**config.mk**
```make
export PLATFORM = sky130hd
export DESIGN_NAME = fifo_rd_stream
export DESIGN_NICKNAME = d
export VERILOG_FILES = /design/src/rtl/fifo_rd_stream.sv
export SDC_FILE = /design/constraint.sdc
export NUM_CORES = 1
export LEC_CHECK = 0
export CORE_MARGIN = 3
export CORE_UTILIZATION = 32
export CTS_CLUSTER_DIAMETER = 150
export DETAILED_ROUTE_END_ITERATION = 10
export PLACE_DENSITY_LB_ADDON = 0.1
export REMOVE_ABC_BUFFERS = 1
export SKIP_LAST_GASP = 1
export SYNTH_ARGS = -nofsm -noshare
export SYNTH_HDL_FRONTEND = slang
export SYNTH_SLANG_ARGS = --single-unit
```
**constraint.sdc**
```tcl
create_clock -name clk -period 4.45 [get_ports clk]
set_input_delay 1.335 -clock clk [delete_from_list [all_inputs] [get_ports clk]]
set_output_delay 1.335 -clock clk [all_outputs]
set_load 0.005 [all_outputs]
```
**src/rtl/fifo_rd_stream.sv**
```systemverilog
// fifo_rd_stream: drains a 1-cycle-latency synchronous FIFO into a valid/ready stream
// through a 2-entry skid buffer. Define FIFO_RD_STATS_EN to add the words_cnt counter.
module fifo_rd_stream #(
  parameter int FIFO_WIDTH = 16,
  parameter int CNT_WIDTH  = 16
) (
  input  logic                  clk,
  input  logic                  rst,
  input  logic                  enable,
  input  logic                  flush,
  input  logic                  fifo_empty,
  input  logic                  fifo_underflow,
  input  logic [FIFO_WIDTH-1:0] fifo_data_out,
  output logic                  fifo_rd_en,
  output logic [FIFO_WIDTH-1:0] m_data,
  output logic                  m_valid,
  input  logic                  m_ready,
  output logic                  err_underflow
`ifdef FIFO_RD_STATS_EN
  ,
  output logic [CNT_WIDTH-1:0]  words_cnt
`endif
);

  logic [1:0]            r_occ;
  logic                  r_inflight;
  logic [FIFO_WIDTH-1:0] r_head;
  logic [FIFO_WIDTH-1:0] r_tail;
  logic                  r_err;

  logic                  w_pop;
  logic                  w_push;
  logic                  w_drop_uf;
  logic [2:0]            w_credit_used;

  assign m_valid       = (r_occ != 2'd0);
  assign m_data        = r_head;
  assign err_underflow = r_err;

  assign w_pop     = m_valid & m_ready;
  assign w_push    = r_inflight & ~flush & ~fifo_underflow;
  assign w_drop_uf = r_inflight & ~flush & fifo_underflow;

  // Entries already owned by the buffer once this cycle settles; a new read is
  // only issued when its word is guaranteed a free slot on arrival.
  assign w_credit_used = {1'b0, r_occ} + {2'b00, r_inflight} - {2'b00, w_pop};
  assign fifo_rd_en    = ~rst & enable & ~flush & ~fifo_empty & (w_credit_used < 3'd2);

  always_ff @(posedge clk or posedge rst) begin
    if (rst) begin
      r_inflight <= 1'b0;
    end else begin
      r_inflight <= fifo_rd_en;
    end
  end

  always_ff @(posedge clk or posedge rst) begin
    if (rst) begin
      r_occ  <= 2'd0;
      r_head <= '0;
      r_tail <= '0;
    end else if (flush) begin
      r_occ  <= 2'd0;
      r_head <= '0;
      r_tail <= '0;
    end else begin
      case ({w_push, w_pop})
        2'b01: begin
          r_head <= r_tail;
          r_tail <= '0;
          r_occ  <= r_occ - 2'd1;
        end
        2'b10: begin
          if (r_occ == 2'd0) begin
            r_head <= fifo_data_out;
          end else begin
            r_tail <= fifo_data_out;
          end
          r_occ <= r_occ + 2'd1;
        end
        2'b11: begin
          // Occupancy is unchanged; the arriving word goes behind whatever remains.
          if (r_occ == 2'd1) begin
            r_head <= fifo_data_out;
          end else begin
            r_head <= r_tail;
            r_tail <= fifo_data_out;
          end
        end
        default: begin
        end
      endcase
    end
  end

  always_ff @(posedge clk or posedge rst) begin
    if (rst) begin
      r_err <= 1'b0;
    end else if (w_drop_uf) begin
      r_err <= 1'b1;
    end
  end

`ifdef FIFO_RD_STATS_EN
  logic [CNT_WIDTH-1:0] r_words_cnt;

  // A flush discards the buffer, so a handshake in that cycle is not a delivery.
  always_ff @(posedge clk or posedge rst) begin
    if (rst) begin
      r_words_cnt <= '0;
    end else if (w_pop & ~flush) begin
      r_words_cnt <= r_words_cnt + CNT_WIDTH'(1);
    end
  end

  assign words_cnt = r_words_cnt;
`else
  if (CNT_WIDTH > 0) begin : g_no_stats
  end
`endif

endmodule
```
## After elaboration in Yosys (flattened, before gate mapping)

Index checks and enable logic that the tools add are counted.
W data, S select, Z words.

- Equality and inequality tests: 7
- Divide/modulo/power cells: 0
- Magnitude comparators: 1
- Bitwise logic cells: 12
- Shifts and indexed selects: 0
- Reductions and logical operators: 6
- Multipliers: 0
- Add/subtract/negate cells: 4
- Mux-type cells: 10

Operators with widths:

| cell | count |
|---|---|
| $mux W16 | 6 |
| $pmux W16 S3 | 2 |
| $ne A3 B3 Y1 const B | 3 |
| $and A1 B1 Y1 | 8 |
| $eq A2 B1 Y1 const B | 2 |
| $eq A2 B2 Y1 const B | 2 |
| $not A1 Y1 | 4 |
| $pmux W2 S2 | 1 |
| $reduce_bool A4 Y1 | 1 |
| $add A2 B1 Y3 | 1 |
| $lt A3 B2 Y1 const B | 1 |
| $reduce_and A3 Y1 | 1 |
| $reduce_bool A3 Y1 | 1 |
| $sub A3 B1 Y3 | 1 |
| $add A2 B1 Y2 const B | 1 |
| $logic_not A2 Y1 | 1 |
| $mux W2 | 1 |
| $reduce_and A2 Y1 | 1 |
| $reduce_bool A2 Y1 | 1 |
| $sub A2 B1 Y2 const B | 1 |

- Memories: 0
- Input bits: 23
- Output and inout bits: 19
- Word-level logic and storage cells: 45
- Memory bits (writable): 0
- Register bits after elaboration: 36
- Memory bits (read-only): 0
- Bits in latches: 0

## Longest topological paths before layout

- Depth in word-level cells: 6
- Mapped depth: 9
- Depth with buffers taken out: 9

## Least setup slack after synthesis

No wires, ideal clock.

- Path type: input to output
- Start point: in m_ready
- End point: out fifo_rd_en
- Stages on the path: 7
- Data required time: 3,115 ps
- Setup slack: 592 ps
- Path buffers: 0
- Arrival: 2,523 ps
- Cells stage by stage: nand2b_4 inv_2 ha_1 nand2b_1 fa_1 xnor2_1 and3_1

- Longest elaborated chain between the ends: 4

Ends and longest elaborated chain:

| item | line | source |
|---|---|---|
| start, declared | 17 | `input logic m_ready,` |
| $and A1 B1 Y1 | 40 | `assign w_pop = m_valid & m_ready;` |
| $sub A3 B1 Y3 | 46 | `assign w_credit_used = {1'b0, r_occ} + {2'b00, r_inflight} - {2'b00, w_pop};` |
| $lt A3 B2 Y1 | 47 | `assign fifo_rd_en = ~rst & enable & ~flush & ~fifo_empty & (w_credit_used < 3'd2);` |
| $and A1 B1 Y1 | 47 |  |
| end, declared | 14 | `output logic fifo_rd_en,` |

No other way between the ends.

## Worst setup path after layout

Same ends and word-level chain as after synthesis.

==> flow_metrics.tcl <==
set metrics [dict create \
    r2r_cells 10 \
    final_max_slew_viol_count 0 \
    pre_cts_ws_ps -474 \
    tightest_slew_ps 830 \
    hold_violations 0 \
    hold_slack_ps 472 \
    synthToLayoutAreaGrowth_pct 32.5 \
    diodes 0 \
    die_w_um 80.1 \
    initial_core_util 0.338 \
    htree_levels 2 \
    arrival_ps 3060 \
    critPathRequiredTime_ps 3120 \
    ys_warn_count 0 \
    die_area_um2 6410 \
    grt_pass1_vias 1531 \
    setup_viol 0 \
    vdd_ir_drop_max_uv 234 \
    finalNonFillerCells 258 \
    netlist_area_um2 1760 \
    synth_cell_types 29 \
    power_uw 948 \
    clock_skew_ps 4.09 \
    nNetsFinal 215 \
    ant_nets 0 \
    synthCells 143 \
    ios 42 \
    crit_end "fifo_rd_en" \
    cap_viol_max_count 0 \
    startpoint_type "input pin" \
    grt_start_max_net_pins 26 \
    yosys.area.top_type_share 0.513 \
    startpoint "m_ready" \
    synth_seq_cells 36 \
    ys_seq_area_frac 0.513 \
    end_kind "output pin" \
    route.detailed.drc 0 \
    die_h_um 80.1 \
    cp_max_fo 2 \
    clock_sinks 36 \
    avgSynthCellArea_um2 12.3 \
    r2r-end "r_inflight" \
    period_minus_slack_ps 4390 \
    grt_first_pass_wirelength_um 7900 \
    clk_pin_slew_ps 70 \
    synth_area_leader_cell "dfrtp_1" \
    cts_tree "done" \
    yosysMostFrequentCell "dfrtp_1" \
    grt_overflow 0 \
    place_inst 250 \
    grtUsageTotal 0.160 \
    wire_per_inst_um 18.4 \
    core-area_um2 5200 \
    hold_path.class "reg2reg" \
    insertion_delay_ps 280 \
    timing.final.ws_setup_ps 59.3 \
    vias_per_cell 5.45 \
    cts_buffers 5 \
    post-route-period-util 0.987 \
    firstDrtPassIters 4 \
    regToRegSetupSlack_ps 2150 \
    outcome "finished, final reports clean" \
    p_leak_nw 0.966 \
    hpwlAfterDp_um 3050 \
    clockBufferDepth 2 \
    ys_async_sr_fraction 1.00 \
    drt_iter0_markers 59 \
    slew_headroom 0.445 \
    gp_congestion 0.735 \
    synth_area_leaders "dfrtp_1, a221o_2, nor4b_1" \
    fill_cells 506 \
    crit_type "in2out" \
    synth-edff-count 0 \
    r2r_start "r_occ[1]" \
    wirelength_um 4750 \
    synth_commonest_cells "dfrtp_1, nor4b_1, a221o_2, nand2_1, o2bb2ai_1" \
    grt_antenna_before_repair 0 \
    vias 1405 \
    p_per_area_nw_per_um2 407 \
    core.rowCount 26 \
    fmax_mhz 228 \
    place.port_buffers 41 \
    synth_ff_type "dfrtp_1" \
    layout-drive-gt1-share 0.218 \
    cts_root_buf "clkbuf_8" \
]
-- flip-flops by register name (all words and copies together) (netlist names) --
signal,cells
m_data,16
r_tail,16
r_occ,2
err_underflow,1
r_inflight,1
-- worst max-delay path, cell delays in order --
cell,delay [ps]
dlygate4sd2_1,270
nand2b_4,80
inv_2,40
ha_1,250
nand2b_1,160
fa_2,520
and3_1,160
dlygate4sd2_1,240
-- how the worst min path moves through the flow --
stage	from	to	slack, ps	cells past startpoint
2_1_floorplan	err_underflow	err_underflow	470	1
3_3_place_gp	err_underflow	err_underflow	470	1
3_5_place_dp	err_underflow	err_underflow	460	1
4_1_cts	err_underflow	err_underflow	480	1
5_1_grt	err_underflow	err_underflow	490	1
6_report	err_underflow	err_underflow	470	1
-- kinds of logic after synthesis --
kind of cell | after synthesis | synth area share
fa+ha+maj | 4 | 0.0328
mux | 1 | 0.00641
buf+inv | 18 | 0.0520
flops | 36 | 0.513
simple gates | 44 | 0.165
compound gates | 38 | 0.222
xor+xnor | 2 | 0.00997
-- per-stage QoR --
step,setup TNS [ps],util,area [um2]
finish,0,0.447,2330
global route,-1.81,0.447,2330
CTS,0,0.445,2320
detailed placement,-474,0.431,2240
global placement,-393,0.431,2240
floorplan,0,-,1690
-- layer usage --
layer,GRT usage,wire (um)
met1,0.206,2150
met5,0,0
met4,0.0304,35
met3,0.0381,207
met2,0.275,2350
-- layout by cell type, fill, tap and decap left out --
cell type	Yosys	layout
a211oi_2	1	1
dfrtp_1	36	36
clkdlybuf4s50_1	0	39
xnor2_1	2	2
nor4b_1	17	17
dlygate4sd2_1	0	2
o2bb2ai_1	16	16
a21oi_2	1	1
or4_2	1	1
nor2_1	2	2
fa_2	0	1
a31o_2	1	1
clkbuf_8	0	5
inv_2	2	2
a211oi_4	1	1
clkbuf_1	4	1
and3_1	2	2
nand2_1	16	16
inv_1	5	5
ha_1	3	3
nand2b_1	2	2
nand4b_1	1	1
nand2b_4	1	1
buf_4	1	8
o211a_1	1	1
and2b_4	1	1
mux2_2	1	1
clkinv_2	0	1
a221o_2	16	16
nand4_1	1	1
o311ai_0	1	1
-- timing repair --
item / 4_1_cts / 5_1_grt
hold buffers: 0 / 0
buffers inserted: 0 / 1
pin swaps: 0 / 1
gates resized for setup: 2 / 1
endpoints found under the setup margin: 1 / 1
hold endpoints to repair: 0 / 0
-- cell type report --
class,instances,area (um2),area share
Sequential cell,36,901,0.387
Tap cell,70,87.6,0.0376
Timing Repair Buffer,49,468,0.201
Clock inverter,1,5.00,0.00215
Clock buffer,6,72.6,0.0312
Inverter,7,26.3,0.0113
Multi-Input combinational cell,89,767,0.330
-- where the power goes --
part,internal [mW],switching (mW),total [mW]
Combinational,0.157,0.204,0.361
Clock,0.106,0.112,0.218
Sequential,0.350,0.0195,0.369
No activity file was read; power rests on OpenSTA's default activity.
